<file path="src/rtl/mem_arbiter_pkg.sv">
// ----------------------------------------------------------------------------
// MemArbType
//   Shared types and constants for the fetch/data memory arbiter.
//   owner_t     : tag carried down the response pipe to say who owns the
//                 read data coming back from memory.
//   arb_state_t : arbiter FSM states.
//   Range constants document the legal parameter envelope of mem_arbiter.
// ----------------------------------------------------------------------------
package MemArbType;

  typedef enum logic [1:0] {
    NONE = 2'd0,
    IF   = 2'd1,
    D    = 2'd2
  } owner_t;

  typedef enum logic [1:0] {
    IDLE  = 2'd0,
    ISSUE = 2'd1,
    TURN  = 2'd2
  } arb_state_t;

  localparam int MIN_LATENCY = 1;
  localparam int MAX_LATENCY = 4;
  localparam int MIN_STARVE  = 1;
  localparam int MAX_STARVE  = 15;
  localparam int STARVE_W    = 4;

endpackage

</file>
<file path="src/rtl/mem_arbiter_resp_pipe.sv">
// ----------------------------------------------------------------------------
// RespPipe
//   Owner-tag shift register of depth DEPTH (the memory read latency).
//   A tag pushed in the grant cycle appears on tail_tag exactly DEPTH cycles
//   later, which is the cycle the memory presents the matching read data.
// Ports:
//   clk      in   clock
//   rst      in   asynchronous active-high reset, clears every stage to NONE
//   push_tag in   owner of the access issued this cycle (NONE for writes/idle)
//   tail_tag out  owner of the read data returning this cycle
// ----------------------------------------------------------------------------
module RespPipe
  import MemArbType::*;
#(
  parameter int DEPTH = 1
) (
  input  logic   clk,
  input  logic   rst,
  input  owner_t push_tag,
  output owner_t tail_tag
);

  owner_t pipe_q [DEPTH];

  for (genvar gi = 0; gi < DEPTH; gi++) begin : g_stage
    owner_t stage_d;

    always_comb begin
      if (gi == 0) stage_d = push_tag;
      else         stage_d = pipe_q[(gi == 0) ? 0 : gi - 1];
    end

    always_ff @(posedge clk or posedge rst) begin
      if (rst) pipe_q[gi] <= NONE;
      else     pipe_q[gi] <= stage_d;
    end
  end

  assign tail_tag = pipe_q[DEPTH-1];

endmodule

</file>
<file path="src/rtl/mem_arbiter.sv">
// ----------------------------------------------------------------------------
// mem_arbiter
//   Shares one single-port memory between instruction fetch (IF) and the MEM
//   stage (D). Data wins by default; after STARVE_LIMIT consecutive denied
//   fetch cycles, a pending fetch is forced through. A granted write inserts a
//   one-cycle TURN bubble. Read data is steered back to its owner using a tag
//   pipe whose depth equals the memory read latency.
// Ports:
//   clk, rst                 clock, asynchronous active-high reset
//   if_req/if_addr           fetch read request (held until if_gnt)
//   if_gnt                   fetch accepted this cycle (combinational)
//   if_rvalid/if_rdata       fetch read data return
//   d_req/d_we/d_addr/d_wdata data request (held until d_gnt)
//   d_gnt                    data accepted this cycle (combinational)
//   d_rvalid/d_rdata         data read data return
//   mem_en/mem_we/mem_addr/mem_wdata  memory command (combinational)
//   mem_rdata                memory read data, MEM_LATENCY cycles after issue
// ----------------------------------------------------------------------------
module mem_arbiter
  import MemArbType::*;
#(
  parameter int ADDR_W       = 32,
  parameter int DATA_W       = 32,
  parameter int MEM_LATENCY  = 1,
  parameter int STARVE_LIMIT = 4
) (
  input  logic              clk,
  input  logic              rst,
  input  logic              if_req,
  input  logic [ADDR_W-1:0] if_addr,
  output logic              if_gnt,
  output logic              if_rvalid,
  output logic [DATA_W-1:0] if_rdata,
  input  logic              d_req,
  input  logic              d_we,
  input  logic [ADDR_W-1:0] d_addr,
  input  logic [DATA_W-1:0] d_wdata,
  output logic              d_gnt,
  output logic              d_rvalid,
  output logic [DATA_W-1:0] d_rdata,
  output logic              mem_en,
  output logic              mem_we,
  output logic [ADDR_W-1:0] mem_addr,
  output logic [DATA_W-1:0] mem_wdata,
  input  logic [DATA_W-1:0] mem_rdata
);

  localparam logic [STARVE_W-1:0] LIMIT = STARVE_W'(STARVE_LIMIT);

  arb_state_t          state_q, state_d;
  logic [STARVE_W-1:0] starve_cnt_q, starve_cnt_d;

  logic   can_grant;
  logic   fetch_forced;
  owner_t push_tag;
  owner_t tail_tag;

  // Arbitration and memory command. rst gates grants so every output reads
  // zero for the whole time reset is held, even if requests stay high.
  always_comb begin
    can_grant    = (state_q != TURN) && !rst;
    fetch_forced = (starve_cnt_q == LIMIT) && if_req;

    if_gnt = can_grant && (fetch_forced || (if_req && !d_req));
    d_gnt  = can_grant && !fetch_forced && d_req;

    mem_en    = if_gnt || d_gnt;
    mem_we    = d_gnt && d_we;
    mem_addr  = '0;
    mem_wdata = '0;
    if (d_gnt) begin
      mem_addr  = d_addr;
      mem_wdata = d_wdata;
    end else if (if_gnt) begin
      mem_addr = if_addr;
    end

    push_tag = NONE;
    if (if_gnt)              push_tag = IF;
    else if (d_gnt && !d_we) push_tag = D;
  end

  // Next state and starvation counter.
  always_comb begin
    state_d      = state_q;
    starve_cnt_d = starve_cnt_q;

    case (state_q)
      IDLE, ISSUE: begin
        if (d_gnt && d_we)          state_d = TURN;
        else if (if_gnt || d_gnt)   state_d = ISSUE;
        else                        state_d = IDLE;
      end
      TURN:    state_d = IDLE;
      default: state_d = IDLE;
    endcase

    // Denied fetch cycles (including TURN bubbles) count towards starvation.
    if (if_gnt)                           starve_cnt_d = '0;
    else if (if_req && starve_cnt_q < LIMIT) starve_cnt_d = starve_cnt_q + 1'b1;
  end

  always_ff @(posedge clk or posedge rst) begin
    if (rst) begin
      state_q      <= IDLE;
      starve_cnt_q <= '0;
    end else begin
      state_q      <= state_d;
      starve_cnt_q <= starve_cnt_d;
    end
  end

  RespPipe #(
    .DEPTH(MEM_LATENCY)
  ) u_resp_pipe (
    .clk     (clk),
    .rst     (rst),
    .push_tag(push_tag),
    .tail_tag(tail_tag)
  );

  always_comb begin
    if_rvalid = (tail_tag == IF);
    d_rvalid  = (tail_tag == D);
    if_rdata  = if_rvalid ? mem_rdata : '0;
    d_rdata   = d_rvalid  ? mem_rdata : '0;
  end

endmodule

</file>
<file path="config.mk">
export PLATFORM = sky130hd
export DESIGN_NAME = mem_arbiter
export DESIGN_NICKNAME = d
export VERILOG_FILES = /design/src/rtl/mem_arbiter_pkg.sv /design/src/rtl/mem_arbiter_resp_pipe.sv /design/src/rtl/mem_arbiter.sv
export SDC_FILE = /design/constraint.sdc
export NUM_CORES = 1
export LEC_CHECK = 0
export ABC_AREA = 1
export BUFFER_PORTS_ARGS = -buffer_cell sky130_fd_sc_hd__buf_2
export CAP_MARGIN = 10
export CORE_AREA = 2 2 105 107
export DETAILED_ROUTE_END_ITERATION = 7
export DIE_AREA = 0 0 107 109
export GPL_TIMING_DRIVEN = 1
export REMOVE_ABC_BUFFERS = 1
export SLEW_MARGIN = 20
export SYNTH_ARGS = -nofsm -noshare
export SYNTH_HDL_FRONTEND = slang
export SYNTH_SLANG_ARGS = --single-unit
</file>
<file path="constraint.sdc">
create_clock -name clk -period 2.85 [get_ports clk]
set_clock_uncertainty 0.2 [all_clocks]
set_input_delay 0.7125 -clock clk [delete_from_list [all_inputs] [get_ports clk]]
set_output_delay 0.7125 -clock clk [all_outputs]
set_load 0.02 [all_outputs]
</file>
# After elaboration in Yosys (flattened, before gate mapping)
# Cells that the tools add are included.
[word_totals]
reg_bits = 8
input_bits = 133
output_inout_bits = 134
[classes]
add_sub_neg = 1
magnitude_cmp = 1
n_eq_ne = 5
n_mux = 12
n_reduce_logical = 18
[ops]
columns = ["cell", "n"]
rows = [
  ["$mux 32", 5],
  ["$logic_and 1x1->1", 9],
  ["$mux 2", 4],
  ["$mux 4", 2],
  ["$add 4x1->4 const B", 1],
  ["$eq 2x1->1 const B", 2],
  ["$eq 4x3->1 const B", 1],
  ["$logic_not 1->1", 4],
  ["$lt 4x3->1 const B", 1],
  ["$eq 2x2->1 const B", 1],
  ["$logic_not 2->1", 1],
  ["$logic_or 1x1->1", 2],
  ["$ne 2x2->1 const B", 1],
  ["$reduce_bool 2->1", 1],
  ["$reduce_or 2->1", 1],
  ["$mux 1", 1],
]

# Longest topological paths before layout
[logic_depth]
ltp_word = 9
mapped_depth = 11
depth_no_buf = 10

# Hierarchy
# A second synthesis with hierarchy kept.
[hier_totals]
cells_unflattened = 329
hier_area_um2 = 1514.0
[modules_own_cells]
columns = ["mod", "n_inst", "cells_each", "area_per_inst_um2", "seq_area_each_um2"]
rows = [
  ["mem_arbiter", 1, 326, 1460.2, 150.1],
  ["RespPipe", 1, 3, 53.8, 50.0],
]

# Worst setup path before layout
# No wires, ideal clock.
[synth_timing]
kind = "input port to output port"
start = "in rst"
end = "out mem_addr[11]"
t_arrival_ns = 1.699
t_required_ns = 1.938
path_slack_ns = 0.238
cell_stages = 6
path_cell_list = "inv_1 -> nand3_1 -> nor2_4 -> buf_2 -> nand2_1 -> nand2_1"
[synth_between]
elab_chain_len = 5
elab_cells_between_ends = 7
cone_classes = "mux (2); reduce/logical (5)"
[synth_rtl]
columns = ["item", "line_no", "rtl"]
rows = [
  ["start: declaration", "mem_arbiter.sv:28", "input logic rst,"],
  ["$logic_not 1->1 (no source line)", "n/a", ""],
  ["$logic_and 1x1->1", "mem_arbiter.sv:61", "can_grant = (state_q != TURN) && !rst;"],
  ["$logic_and 1x1->1 (2 in series)", "mem_arbiter.sv:65", "d_gnt = can_grant && !fetch_forced && d_req;"],
  ["net d_gnt", "mem_arbiter.sv:38", "output logic d_gnt,"],
  ["$mux 32", "mem_arbiter.sv:71", "if (d_gnt) begin"],
  ["end: declaration", "mem_arbiter.sv:43", "output logic [ADDR_W-1:0] mem_addr,"],
]
# The timed path passes the listed nets, and every way through them passes these cells.

# Final worst setup path
[layout_timing]
start = "in if_req"
end = "out mem_addr[28]"
[layout_between]
elab_chain_len = 5
elab_cells_between_ends = 9
cone_classes = "mux (2); reduce/logical (7)"
[layout_rtl]
columns = ["item", "line_no", "rtl"]
rows = [
  ["start: declaration", "mem_arbiter.sv:29", "input logic if_req,"],
  ["$logic_and 1x1->1 (on tied branches)", "mem_arbiter.sv:62, mem_arbiter.sv:64", ""],
  ["$logic_or 1x1->1 or $logic_not 1->1 (tied branches)", "mem_arbiter.sv:64, mem_arbiter.sv:65", ""],
  ["$logic_and 1x1->1 (on tied branches)", "mem_arbiter.sv:64, mem_arbiter.sv:65", ""],
  ["$mux 32 or $logic_and 1x1->1 (tied branches)", "mem_arbiter.sv:74, mem_arbiter.sv:65", ""],
  ["$mux 32 *", "mem_arbiter.sv:71", ""],
]
# Mark *: on every way between the ends. The rest lies on a longest branch, timed or not.

==> results by group <==
Run status
  – Status: finished, final reports clean

Hold path
  – Tightest Hold Check Type: in -> async

Final layout
  – Final #Nets: 724
  – Non-Filler Instances: 727
  – Share of cells above drive strength 1: 48.89%
  – Antenna cells: 0
  – Area delta synth->final: 101.6%

Synth
  – #FFs+latches synth: 8
  – EDFF count, synth: 0
  – Register area share after synthesis: about an eighth
  – Area contributors post-synth: nand2_1 (26%), nor2_1 (26%), inv_1 (20%), dfrtp_1 (13%), nand2_2 (3.3%)
  – Ys async rst share: 100.0%
  – Library cells used by synthesis: 19
  – XOR/XNOR share of the synthesized area: 0.5800%
  – Multiplexer area fraction after synthesis: 0%
  – Synth top cells by count: nand2_1 (103), nor2_1 (103), inv_1 (79), dfrtp_1 (8), nand2_2 (8)
  – Largest family of logic cells by synthesized area: simple AND/OR/NAND/NOR gates
  – Synth top area share: 25.60%
  – Synth Area in Compound Gates: less than 1%
  – Cell area after synthesis: approximately 0.0015 mm²
  – Post-Synthesis Cells: approximately 330
  – Simple-Gate Fraction of Synth Area: 57.42%
  – Syn Area/Cell: 4.604 µm²
  – Synth warn: 0
  – Post-synthesis adder-cell area fraction: 1.657%
  – Yosys top cell by area: nand2_1
  – Leading register cell type out of synthesis: dfrtp_1

Clock tree
  – CTS buffer count: 3
  – CTS clk-pin slew, worst paths: around 0.040 ns
  – Clk sinks: 8
  – CTS tree: done
  – Max clock buf depth: 2
  – CTS root buffer: clkbuf_8
  – H-tree levels: 1
  – Clock Latency Late Sink: 0.23 ns

Die
  – Die Ht: 109 µm
  – Die X: about 110 µm
  – Io pins: roughly 270
  – FP Rows: 38
  – Core Region: 0.01060 mm²
  – Initial core utilization: 14.24%
  – Area of the die: 0.01166 mm²

STA
  – Achievable frequency: 0.3721 GHz
  – Fin. Hold Viols: 0
  – Max-slew headroom: 37.35%
  – PnR worst setup slack: around 0.16 ns
  – Setup TNS: 0 ns
  – Crit share post-route: between 90% and 100%
  – Final worst path period need: 2.687 ns
  – Setup Viol. Count Final: 0
  – Least-Margin Pin Slew: 0.9387 ns
  – Max Transition Viols Final: 0
  – RSZ-0062 raised after global routing: false

GRT
  – Total grt overflow: 0
  – First-pass GRT wire length: 9618 µm
  – Number of global-route vias before repair: 2234
  – Gr usage total: between 10% and 20%
  – Antenna violations before repair: 1
  – Largest net degree at the start of global routing: 38

Place
  – Port Buf Inserts: 266
  – Detail Placement HPWL: 5856 µm
  – Post-Place Worst Slack: 0.1094 ns
  – Dpl cells: 723
  – Gpl congestion: between 0.7 and 0.8

Detailed routing
  – # DRC: 0
  – Total number of vias: 2600
  – Antenna Violating Nets Remaining: 0
  – Wire length per cell: 9.664 µm
  – Post-Route WL: 7026 µm
  – DRT iter0 DRCs: 165
  – Vias per cell: 3.576
  – DRT Pass-1 Iters: 4

Worst setup path
  – CP Launch Type: input pin
  – Biggest cell delay along the critical path: 0.18 ns
  – Cell mode on critical path: nand2_1
  – Critical path endpoint category: output port
  – Worst-path cell chain: buf_2 > inv_1 > nor2_2 > nand2_2 > nand2_1 > nand2_4 > inv_6 > nand2_1 > nand2_1 > buf_2
  – Crit path arrival time: approximately 1.8 ns
  – CP max FO: 18
  – Crit Path Class: in -> out
  – R2R depth: 9
  – R2R Path Start: starve_cnt_q[0]$_DFFE_PP0P_
  – Slowest cell on the critical path: inv_6
  – RR Endpoint: state_q[0]$_DFF_PP0_
  – R2R setup slack: ~1.2 ns
  – Worst Path Required: 1.94 ns

Job
  – Max-cap violations: 0

Power and ir drop
  – Leak: 2.387 nW
  – Pwr Density: 320.0 mW/mm²
  – Max VDD drop: 110.7 µV
## logic make-up after synthesis
group,Yosys count
compound gates,2
xor+xnor,1
fa+ha+maj,2
buf+inv,95
flops,8
simple gates,220
## area by class of cell
| class | count | area (µm²) |
|---|---|---|
| Tap cell | 140 | 175.2 |
| Clock buffer | 3 | 41.29 |
| Multi-Input combinational cell | 225 | 919.6 |
| Inverter | 80 | 312.8 |
| Timing Repair Buffer | 270 | 1386 |
| Fill cell | 1221 | 7559 |
| Timing Repair inverter | 1 | 8.758 |
| Sequential cell | 8 | 200.2 |
## layout by cell type, fill, tap and decap left out
cell type  synthesis  layout
inv_6              0       1
xor2_1             1       1
nand2_1          103     103
a21oi_1            1       1
nand3_1            2       2
buf_12             0       2
dfrtp_1            8       8
a21oi_2            1       1
buf_2              6     266
or2_1              1       1
buf_4              0       2
nor2_2             1       1
nand2_2            8       7
nand2_4            0       1
clkinv_8           0       1
ha_1               2       2
nor2_4             1       1
clkbuf_8           0       3
nor2_1           103     103
inv_1             79      79
nand3_2            1       1
## state kept, by name (all words and copies together) (netlist names)
name                  count
starve_cnt_q              4
state_q                   2
u_resp_pipe.tail_tag      2
## critical path, delay by kind of cell
family / cells / cell delay, ns
simple gates: 6 / 0.58
buf+inv: 4 / 0.48
## layer usage
metal / vias to the layer above / GRT usage (%) / wire length, µm
li1: 1417 / - / -
met4: 2 / 2.319 / 39
met5: - / 0 / 13
met2: 150 / 20.43 / 3545
met3: 6 / 2.451 / 739
met1: 1025 / 10.86 / 2687
## power breakdown
part / switching (W) / internal (W) / leakage (nW)
combinational: 0.000436 / 0.000247 / 2.26
sequential: 0.0000170 / 0.000140 / 0.105
clock: 0.0000425 / 0.0000913 / 0.0216
total: 0.000495 / 0.000479 / 2.39
## per-stage QoR
stage / utilization (%) / total power, W / instance area [µm²] / hold WS, ns
floorplan: - / 0.0005550 / 1420 / 0.2669
global placement: 28.12 / 0.0008386 / 2982 / 0.2867
detailed placement: 28.12 / 0.0008397 / 2982 / 0.2929
CTS: 28.51 / 0.0009802 / 3023 / 0.2792
global route: 28.71 / 0.001068 / 3044 / 0.3108
finish: 28.71 / 0.0009740 / 3044 / 0.2804
## repair_timing
action | in CTS | in global routing
endpoints found under the setup margin | 0 | 32
hold buffers | 0 | 0
buffers inserted | 0 | 0
hold endpoints to repair | 0 | 0
resized for setup | 0 | 3
## worst max path at each step
stage | start | to | slack [ns] | depth (start not counted)
after floorplan | rst | mem_we | 0.03 | 5
after global placement | if_req | mem_addr[0] | 0.13 | 10
after detailed placement | if_req | mem_addr[0] | 0.11 | 10
after CTS | starve_cnt_q[0]$_DFFE_PP0P_ | mem_addr[0] | 0.07 | 11
after global routing | if_req | mem_addr[28] | 0.01 | 10
final | if_req | mem_addr[28] | 0.16 | 10
No activity file was read; power rests on OpenSTA's default activity.
